File: src/rtl/pi_pkg.sv
// Shared definitions for the PI loop controller: FSM state encoding and default output bounds.
package pi_pkg;

    typedef enum logic [2:0] {
        ST_IDLE      = 3'd0,
        ST_WAIT_ADC  = 3'd1,
        ST_COMPUTE   = 3'd2,
        ST_SATURATE  = 3'd3,
        ST_DAC_WRITE = 3'd4
    } pi_state_t;

    localparam logic signed [31:0] DEF_SAT_LOWER    = -32'sh80000;
    localparam logic signed [31:0] DEF_SAT_UPPER    = 32'sh7FFFF;
    localparam logic signed [31:0] DEF_INTEGRAL_MAX = 32'sh7FFFFFFF;

endpackage

File: src/rtl/pi_loop_controller_clamp.sv
// Combinational signed clamp of a value into [i_lower, i_upper].
module signed_clamp #(
    parameter int WIDTH = 32
) (
    input  logic signed [WIDTH-1:0] i_value,
    input  logic signed [WIDTH-1:0] i_lower,
    input  logic signed [WIDTH-1:0] i_upper,
    output logic signed [WIDTH-1:0] o_value
);

    always_comb begin
        o_value = i_value;
        if (i_value < i_lower) begin
            o_value = i_lower;
        end else if (i_value > i_upper) begin
            o_value = i_upper;
        end
    end

endmodule

File: src/rtl/pi_loop_controller.sv
// PI loop sequencer: takes an ADC sample, drives an external PI pipeline, clamps the
// result and writes it to the DAC.
//
// state        | meaning
// ST_IDLE      | loop disabled
// ST_WAIT_ADC  | adc_ready high, waiting for a sample
// ST_COMPUTE   | external pipeline running, down-counter timing its latency
// ST_SATURATE  | clamp captured PI result into dac_data
// ST_DAC_WRITE | dac_valid high until the DAC accepts
module pi_loop_controller
    import pi_pkg::*;
#(
    parameter int                 INPUT_WIDTH  = 18,
    parameter int                 OUTPUT_WIDTH = 32,
    parameter int                 DAC_WIDTH    = 20,
    parameter int                 PIPE_LATENCY = 5,
    parameter logic signed [31:0] SAT_LOWER    = DEF_SAT_LOWER,
    parameter logic signed [31:0] SAT_UPPER    = DEF_SAT_UPPER,
    parameter logic signed [31:0] INTEGRAL_MAX = DEF_INTEGRAL_MAX
) (
    input  logic                    clk,
    input  logic                    rst_n,
    input  logic                    enable,
    input  logic                    integral_clear,
    input  logic                    adc_valid,
    input  logic [INPUT_WIDTH-1:0]  adc_data,
    output logic                    adc_ready,
    output logic [INPUT_WIDTH-1:0]  pipe_actual,
    output logic [OUTPUT_WIDTH-1:0] pipe_integral_input,
    input  logic [OUTPUT_WIDTH-1:0] pipe_integral_result,
    input  logic [OUTPUT_WIDTH-1:0] pipe_pi_result,
    output logic                    dac_valid,
    output logic [DAC_WIDTH-1:0]    dac_data,
    input  logic                    dac_ready,
    output logic [31:0]             sample_count,
    output logic [31:0]             sat_count,
    output logic                    busy
);

    localparam int CNT_W = $clog2(PIPE_LATENCY + 1) + 1;
    localparam logic signed [OUTPUT_WIDTH-1:0] OUT_LO = OUTPUT_WIDTH'(SAT_LOWER);
    localparam logic signed [OUTPUT_WIDTH-1:0] OUT_HI = OUTPUT_WIDTH'(SAT_UPPER);
    localparam logic signed [OUTPUT_WIDTH-1:0] INT_HI = OUTPUT_WIDTH'(INTEGRAL_MAX);
    localparam logic signed [OUTPUT_WIDTH-1:0] INT_LO = -INT_HI;

    pi_state_t                 r_state;
    pi_state_t                 w_next;
    logic [CNT_W-1:0]          r_cnt;
    logic [OUTPUT_WIDTH-1:0]   r_pi;
    logic [INPUT_WIDTH-1:0]    r_actual;
    logic [OUTPUT_WIDTH-1:0]   r_integral;
    logic [DAC_WIDTH-1:0]      r_dac_data;
    logic [31:0]               r_sample_count;
    logic [31:0]               r_sat_count;
    logic                      w_adc_hs;
    logic                      w_dac_hs;
    logic                      w_capture;
    logic                      w_out_sat;
    logic signed [OUTPUT_WIDTH-1:0] w_int_clamped;
    logic signed [OUTPUT_WIDTH-1:0] w_out_clamped;

    always_ff @(posedge clk or negedge rst_n) begin
        if (!rst_n) begin
            r_state <= ST_IDLE;
        end else begin
            r_state <= w_next;
        end
    end

    always_comb begin
        w_next    = r_state;
        adc_ready = 1'b0;
        dac_valid = 1'b0;
        busy      = (r_state != ST_IDLE);
        case (r_state)
            ST_IDLE: begin
                if (enable) w_next = ST_WAIT_ADC;
            end
            ST_WAIT_ADC: begin
                adc_ready = enable;
                if (!enable)        w_next = ST_IDLE;
                else if (adc_valid) w_next = ST_COMPUTE;
            end
            ST_COMPUTE: begin
                if (!enable)                w_next = ST_IDLE;
                else if (r_cnt == '0)       w_next = ST_SATURATE;
            end
            ST_SATURATE: begin
                w_next = ST_DAC_WRITE;
            end
            ST_DAC_WRITE: begin
                dac_valid = 1'b1;
                // A pending write always completes; enable is only honoured afterwards.
                if (dac_ready) w_next = enable ? ST_WAIT_ADC : ST_IDLE;
            end
            default: w_next = ST_IDLE;
        endcase
    end

    assign w_adc_hs  = adc_valid && adc_ready;
    assign w_dac_hs  = dac_valid && dac_ready;
    assign w_capture = (r_state == ST_COMPUTE) && enable && (r_cnt == '0);
    assign w_out_sat = (w_out_clamped != r_pi);

    signed_clamp #(.WIDTH(OUTPUT_WIDTH)) u_int_clamp (
        .i_value (pipe_integral_result),
        .i_lower (INT_LO),
        .i_upper (INT_HI),
        .o_value (w_int_clamped)
    );

    signed_clamp #(.WIDTH(OUTPUT_WIDTH)) u_out_clamp (
        .i_value (r_pi),
        .i_lower (OUT_LO),
        .i_upper (OUT_HI),
        .o_value (w_out_clamped)
    );

    always_ff @(posedge clk or negedge rst_n) begin
        if (!rst_n) begin
            r_cnt          <= '0;
            r_pi           <= '0;
            r_actual       <= '0;
            r_integral     <= '0;
            r_dac_data     <= '0;
            r_sample_count <= '0;
            r_sat_count    <= '0;
        end else begin
            if (w_adc_hs) begin
                r_actual <= adc_data;
                r_cnt    <= CNT_W'(PIPE_LATENCY);
            end else if ((r_state == ST_COMPUTE) && (r_cnt != '0)) begin
                r_cnt <= r_cnt - CNT_W'(1);
            end
            if (w_capture) r_pi <= pipe_pi_result;
            if (integral_clear) begin
                r_integral <= '0;
            end else if (w_capture) begin
                r_integral <= w_int_clamped;
            end
            if (r_state == ST_SATURATE) begin
                r_dac_data <= w_out_clamped[DAC_WIDTH-1:0];
                if (w_out_sat) r_sat_count <= r_sat_count + 32'd1;
            end
            if (w_dac_hs) r_sample_count <= r_sample_count + 32'd1;
        end
    end

    assign pipe_actual         = r_actual;
    assign pipe_integral_input = r_integral;
    assign dac_data            = r_dac_data;
    assign sample_count        = r_sample_count;
    assign sat_count           = r_sat_count;

endmodule

File: config.mk
export PLATFORM = sky130hd
export DESIGN_NAME = pi_loop_controller
export DESIGN_NICKNAME = d
export VERILOG_FILES = /design/src/rtl/pi_pkg.sv /design/src/rtl/pi_loop_controller_clamp.sv /design/src/rtl/pi_loop_controller.sv
export SDC_FILE = /design/constraint.sdc
export NUM_CORES = 1
export LEC_CHECK = 0
export CORE_MARGIN = 1
export CORE_UTILIZATION = 50
export CTS_CLUSTER_DIAMETER = 50
export DETAILED_ROUTE_END_ITERATION = 8
export GPL_ROUTABILITY_DRIVEN = 0
export PLACE_DENSITY = 0.91
export SLEW_MARGIN = 20
export SYNTH_ARGS = -nofsm -noshare
export SYNTH_HDL_FRONTEND = slang
export SYNTH_SLANG_ARGS = --single-unit
File: constraint.sdc
create_clock -name clk -period 4.2 [get_ports clk]
set_input_delay 1.05 -clock clk [delete_from_list [all_inputs] [get_ports clk]]
set_output_delay 1.05 -clock clk [all_outputs]
set_load 0.05 [all_outputs]
-- Word-level counts from Yosys, hierarchy flattened
Cells that the tools add are included.
Widths: inputs -> output; s select.
- reductions and logical operators: 13
- mux-type cells: 18
- add/subtract/negate cells: 3
- equality and inequality tests: 9
- order comparisons: 4
- operators with widths (cell ; count):
    $mux 32 ; 6
    $add 32x1->32 const B ; 2
    $gt 32x20->1 const B ; 1
    $gt 32x32->1 const B ; 1
    $lt 32x20->1 const B ; 1
    $lt 32x32->1 const B ; 1
    $ne 32x32->1 ; 1
    $mux 3 ; 6
    $pmux 3 s5 ; 1
    $mux 4 ; 2
    $eq 3x2->1 const B ; 2
    $ne 3x3->1 const B ; 2
    $logic_and 1x1->1 ; 5
    $logic_not 4->1 ; 1
    $ne 2x2->1 const B ; 2
    $reduce_and 4->1 ; 1
    $reduce_bool 2->1 ; 2
    $reduce_bool 4->1 ; 1
    $sub 4x1->4 const B ; 1
    $eq 3x1->1 const B ; 1
    $eq 3x3->1 const B ; 1
    $logic_not 3->1 ; 1
    $mux 1 ; 3
    $reduce_bool 3->1 ; 1
    $reduce_and 2->1 ; 1
- bits in registers: 173
- word-level logic and storage cells: 55
- output and inout port bits: 137

-- Depth between registers and ports, before layout
Gate-level depths: netlist (run 1).
- word-level depth: 5
- gate-level depth with buffers: 8

-- Modules after synthesis
From an unflattened synthesis (run 1), not the netlist that was laid out.
- cells, all modules: 1499
- area, all modules: 12553.3 um^2
- modules (own cells, without submodules) (module ; area each (um^2) ; cells an instance ; instances ; sequential area each (um^2)):
    pi_loop_controller ; 7733.7 ; 761 ; 1 ; 4329.2
    signed_clamp ; 2409.8 ; 369 ; 2 ; 0.0

-- Least setup slack after synthesis (run 1)
Ideal clock, no wire load.
- kind: input to output
- start point: input enable
- end point: output adc_ready
- stages: 2
- path slack: 0.823 ns
- arrival: 2.327 ns
- path through: nand2_1 > nor3_1
- longest elaborated chain between the ends: 1
- ends and longest elaborated chain (element ; line ; source):
    start: declaration ; pi_loop_controller.sv:23 ; input logic enable,
    $mux 1 ; pi_loop_controller.sv:75 ; case (r_state)
    end: declaration ; pi_loop_controller.sv:27 ; output logic adc_ready,
No other way between the ends.

-- Final worst setup path (run 1)
Ends and elaborated chain as after synthesis.

==> reports/qor.yml, run 1 <==
status: "finished clean"
seq_area_frac_synth: 0.597
tightest_slew_ps: 921
finalHoldViolations: 0
grt_max_degree: 87
clock-sinks: 173
cts_buffers: 17
p_sw_mw: 1.42
seqPwrFrac: 0.426
port_buffers: 224
cellPowerDensity_nw_per_um2: 448
grt_overflow: 0
antenna_cells: 0
core.rowCount: 43
synth_enable_flop_cells: 0
worstHoldStart: "r_pi[11]"
cap_violations: 0
synth_nets: 814
avgSynthCellArea_um2: 10.0
antenna_found_initial: 0
syn_to_final_growth_pct: 41.4
yosys_warnings: 0
fin_setup_tns_ps: 0
gr-usage-all-layers: 0.249
core_um2: 14000
cp.required_ps: 3150
fmax_ghz: 0.297
fp.dieW_um: 122
vias_per_cell: 5.25
ys_seq_elements: 173
rrSetupSlack_ps: 1690
drive_gt1_frac: 0.0679
crit_path_end_kind: "primary output"
hpwl_um: 12600
hold_buffers: 0
cts_tree: "yes"
fin_ws_ps: 828
p_comb_frac: 0.243
syn_inst: 723
final_cell_area_um2: 10200
die-height_um: 122
min_path_type: "flip-flop to flip-flop"
swShare: 0.310
finalCritPeriodShare: 0.803
ant_nets: 0
holdPathStages: 2
cts_root_buf: "clkbuf_16"
wl_per_cell_um: 15.7
place_ws_ps: 851
dieArea_um2: 15000
rr_worst_depth: 5
drtIter0Drc: 422
dpl_cell_area_um2: 9680
p_leak_nw: 4.57
crit_start: "enable"
fin_nets: 1035
p_int_mw: 3.17
clockBufferDepth: 2
worst-path-max-fanout: 5
synth_flop_cell: "dfrtp_1"
synth_area_um2: 7250
rsz0062_at_grt: "false"
final.setup_skew_ps: 14.1
grt_pass1_vias: 5911
cp-start-kind: "primary input"
clkLatencyLatePin_ps: 420
drc: 0
clockPowerShare: 0.330
async_flop_share: 1.00
finalMaxSlewViolations: 0
initial_core_util: 0.518
vias: 5967
clk_pin_slew_worst_paths_ps: 50
critPathArrivalTime_ps: 2320
crit_type: "primary input to primary output"
grt_pass1_wl_um: 28700
drt_wl_total_um: 17800
drtPass1Iterations: 4
finalCriticalPeriod_ps: 3370
finalSetupViolCount: 0
r2r-start: "sat_count[2]"
relSlewSlack: 0.385
peakVddDrop_mv: 0.294
postCtsSetupBuffers: 0
synth.distinct_cells: 36
ios: 225
ctsResizeCount: 0
htreeDepth: 4
metrics by stage:
stage               power (mW)  instances  hold slack (ps)  utilization
floorplan                 2.65        723              446            -
global placement          3.07       1105              456        0.692
detailed placement        3.11       1105              458        0.692
CTS                       4.64       1137              478        0.733
global route              4.79       1137              491        0.733
finish                    4.60       1137              475        0.733
logic make-up (layout without fill, tap and decap cells):
family          after synthesis  after routing  synth area share
buf+inv                      39            273            0.0219
xor+xnor                     65             65            0.0785
simple gates                367            367             0.229
flops                       173            173             0.597
mux                          18             18            0.0280
fa+ha+maj                     3              3           0.00518
compound gates               58             58            0.0406
cells in the mapped netlist, types with 13 or more instances:
| cell type | number | area, um^2 |
|---|---|---|
| dfrtp_1 | 173 | 4330 |
| xnor2_1 | 38 | 333 |
| mux2_2 | 18 | 203 |
| nand3_1 | 20 | 100 |
| nand2_1 | 214 | 803 |
| a21oi_1 | 34 | 170 |
| nor3_1 | 13 | 65.1 |
| nor2_1 | 48 | 180 |
| o21ai_0 | 22 | 110 |
| clkbuf_1 | 22 | 82.6 |
| xor2_1 | 27 | 236 |
| nand4_1 | 27 | 169 |
critical path, stage by stage:
cell and delay (ps):
clkdlybuf4s50_1 470, nand2_1 50, nor3_1 440, buf_4 310
state kept, by name (all words and copies together), names as in the netlist:
register / count
dac_data: 20
pipe_actual: 18
pipe_integral_input: 32
r_cnt: 4
r_pi: 32
r_state: 3
sample_count: 32
sat_count: 32
cells in the final DEF (no fill, tap or decap), types with 10 or more instances in the layout:
cell	instances
clkdlybuf4s50_1	221
nand2_1	214
dfrtp_1	173
nor3_1	13
a21oi_1	34
mux2_2	18
nor2_1	48
xor2_1	27
xnor2_1	38
nor4_1	10
nand4_1	27
clkbuf_16	17
o21ai_0	22
nand3_1	19
inv_1	10
cell type report:
class	instances	area, um^2
well taps	180	225
fillers	975	3740
clock inverters	10	111
flip-flops and latches	173	4330
repair buffers	231	2310
multi-input cells	511	2770
inverters	10	37.5
clock buffers	22	464
metal layers:
| metal | wire length [um] | vias up | GRT usage |
|---|---|---|---|
| met1 | 7190 | 2860 | 0.300 |
| met5 | 0 | - | 0 |
| met3 | 1440 | 26 | 0.0790 |
| li1 | - | 2840 | - |
| met2 | 8750 | 241 | 0.420 |
| met4 | 448 | 0 | 0.0877 |
path summary, 6_finish.rpt:
| path | end |
|---|---|
| setup / recovery | adc_ready |
| hold / removal | r_pi[11] |
| setup reg to reg | sat_count[31] |
| hold reg to reg | r_pi[11] |
| max in group asynchronous | r_state[1] |
| min in group asynchronous | sat_count[29] |
power by group through the flow:
stage	registers (mW)	clock network (mW)	logic [mW]
2_1_floorplan	2.38	0	0.269
3_3_place_gp	1.97	0	1.10
3_5_place_dp	1.99	0	1.12
4_1_cts	1.96	1.56	1.13
5_1_grt	1.98	1.63	1.19
6_report	1.96	1.52	1.12
No activity file was read; power rests on OpenSTA's default activity.
==> run 2: changes to the inputs <==
CORE_UTILIZATION = 42   (was 50)
PLACE_DENSITY = 0.82   (was 0.91)
clock period = 3.06 ns   (was 4.2 ns; I/O delays follow)
==> run 2 against run 1 <==
  * Utilization is 11 points lower
  * Die area is 19% higher
  * Sequential power is 37% higher
  * Sequential share of layout area is 0.56 points lower
  * Worst setup slack worse by 620 ps
==> reports/qor.yml, run 2 (synthesized netlist as in run 1, its figures left out) <==
status: "finished clean"
final_cells: 1181  # +3.9%
initial_core_util: 0.434  # -0.0842
crit_path_end_kind: "primary output"
fillCellCount: 1413  # +45%
tightest_slew_ps: 732  # -189 ps
grt_overflow: 0  # unchanged
holdWs_ps: 331  # -144 ps
cts_buffers: 17  # unchanged
fin_setup_tns_ps: 0  # unchanged
finalHoldViolations: 0  # unchanged
dieArea_um2: 17800  # +19%
clkLatencyLatePin_ps: 420  # about the same
final_cell_area_um2: 10400  # +1.3%
hpwl_um: 12900  # +2.4%
grt_pass1_vias: 5932  # +0.36%
drt_wl_total_um: 18000  # +0.68%
path_delay_family: "buffers and inverters"
crit_type: "flip-flop to primary output"
clk_pin_slew_worst_paths_ps: 60  # about the same
ios: 225  # unchanged
fp.dieW_um: 133  # +9.0%
drive_gt1_frac: 0.0718  # +0.00388
hold_buffers: 0  # unchanged
worst-path-max-fanout: 9  # +4
p_leak_nw: 4.60  # +0.73%
core_um2: 16700  # +19%
critPathArrivalTime_ps: 2090  # -230 ps
antenna_found_initial: 0  # unchanged
cpPeakStageDelay_ps: 800  # +330 ps
antenna_cells: 0  # unchanged
cp_num_buf_inv: 2  # unchanged
min_path_type: "primary input to asynchronous set/reset pin"
wl_per_cell_um: 15.2  # -3.1%
finalCritPeriodShare: 0.933
gr-usage-all-layers: 0.212  # -0.0371
cap_violations: 0  # unchanged
slowest_stage: "clkdlybuf4s50_1"
clockBufferDepth: 2  # unchanged
rsz0062_at_grt: "false"
finalCriticalPeriod_ps: 2850
vias: 5945  # -0.37%
cp-start-kind: "flip-flop"
cellPowerDensity_nw_per_um2: 614  # +37%
fin_nets: 1040  # +0.48%
ant_nets: 0  # unchanged
finalMaxSlewViolations: 0  # unchanged
fmax_ghz: 0.350
peakVddDrop_mv: 0.543  # +85%
layout_commonest_cell: "clkdlybuf4s50_1"
drtPass1Iterations: 4  # unchanged
cts_tree: "yes"
syn_to_final_growth_pct: 43.3
final.setup_skew_ps: 8.53  # -5.56 ps
core.rowCount: 47  # +9.3%
postCtsSetupBuffers: 0  # unchanged
grt_pass1_wl_um: 29600  # +3.0%
die-height_um: 133  # +9.0%
finalSetupViolCount: 0  # unchanged
cts_root_buf: "clkbuf_16"
drc: 0  # unchanged
vias_per_cell: 5.03  # -4.1%
port_buffers: 224  # unchanged
clock-sinks: 173  # unchanged
relSlewSlack: 0.508  # +0.123
drtIter0Drc: 257  # -39%
multi_input_area_um2: 2770  # unchanged
cp.required_ps: 2290  # -860 ps
seqCellArea_um2: 4330  # unchanged
crit_chain: "nor3b_1, buf_4, clkdlybuf4s50_1"
grt_max_degree: 66  # -24%
htreeDepth: 4  # unchanged
ctsResizeCount: 0  # unchanged
placedCellCount: 1150  # +4.1%
layout_common_cells: "clkdlybuf4s50_1, nand2_1, dfrtp_1"
dpl_cell_area_um2: 9790  # +1.2%
-- run 2: cell type report --
class | count | area share
Tap cell | 220 | 0.0265
Clock inverter | 8 | 0.0104
Multi-Input combinational cell | 511 | 0.267
Inverter | 10 | 0.00361
Clock buffer | 23 | 0.0470
Sequential cell | 173 | 0.417
Timing Repair Buffer | 236 | 0.229
-- run 2: where the power goes --
group          switching (mW)  internal (mW)  leakage, nW
Sequential              0.165           2.52         2.35
Clock                   0.866           1.29        0.290
Combinational           0.936          0.600         1.95
-- run 2: routing by layer --
layer  global-route usage  vias up  wire (um)
met5                    0        -          0
met4               0.0783        0        337
met3               0.0613       26       1210
met2                0.350      190       8810
met1                0.264     2869       7600
li1                     -     2860          -
-- run 2: path summary, 6_finish.rpt --
kind	to	start	cells after the start	slack, ps
setup / recovery	dac_valid	r_state[0]	3	210
hold / removal	sat_count[23]	rst_n	1	330
setup reg to reg	sat_count[31]	sat_count[3]	5	650
hold reg to reg	sat_count[31]	sat_count[31]	1	470
max in group asynchronous	dac_data[17]	rst_n	2	2020
min in group clk	sat_count[31]	sat_count[31]	1	470
-- run 2: per-stage QoR --
| step | total power [mW] | worst slack, ps | util |
|---|---|---|---|
| 2_1_floorplan | 3.64 | 79.1 | - |
| 3_3_place_gp | 4.24 | 450 | 0.586 |
| 3_5_place_dp | 4.28 | 429 | 0.586 |
| 4_1_cts | 6.44 | 191 | 0.622 |
| 5_1_grt | 6.65 | 137 | 0.622 |
| 6_report | 6.38 | 206 | 0.622 |
-- run 2: worst reg2reg max path, cell delays in order, from the launching register on --
cell	delay [ps]
dfrtp_1	460
nand4_1	280
nor4_1	630
nand4_1	470
nor3_1	320
xor2_1	160
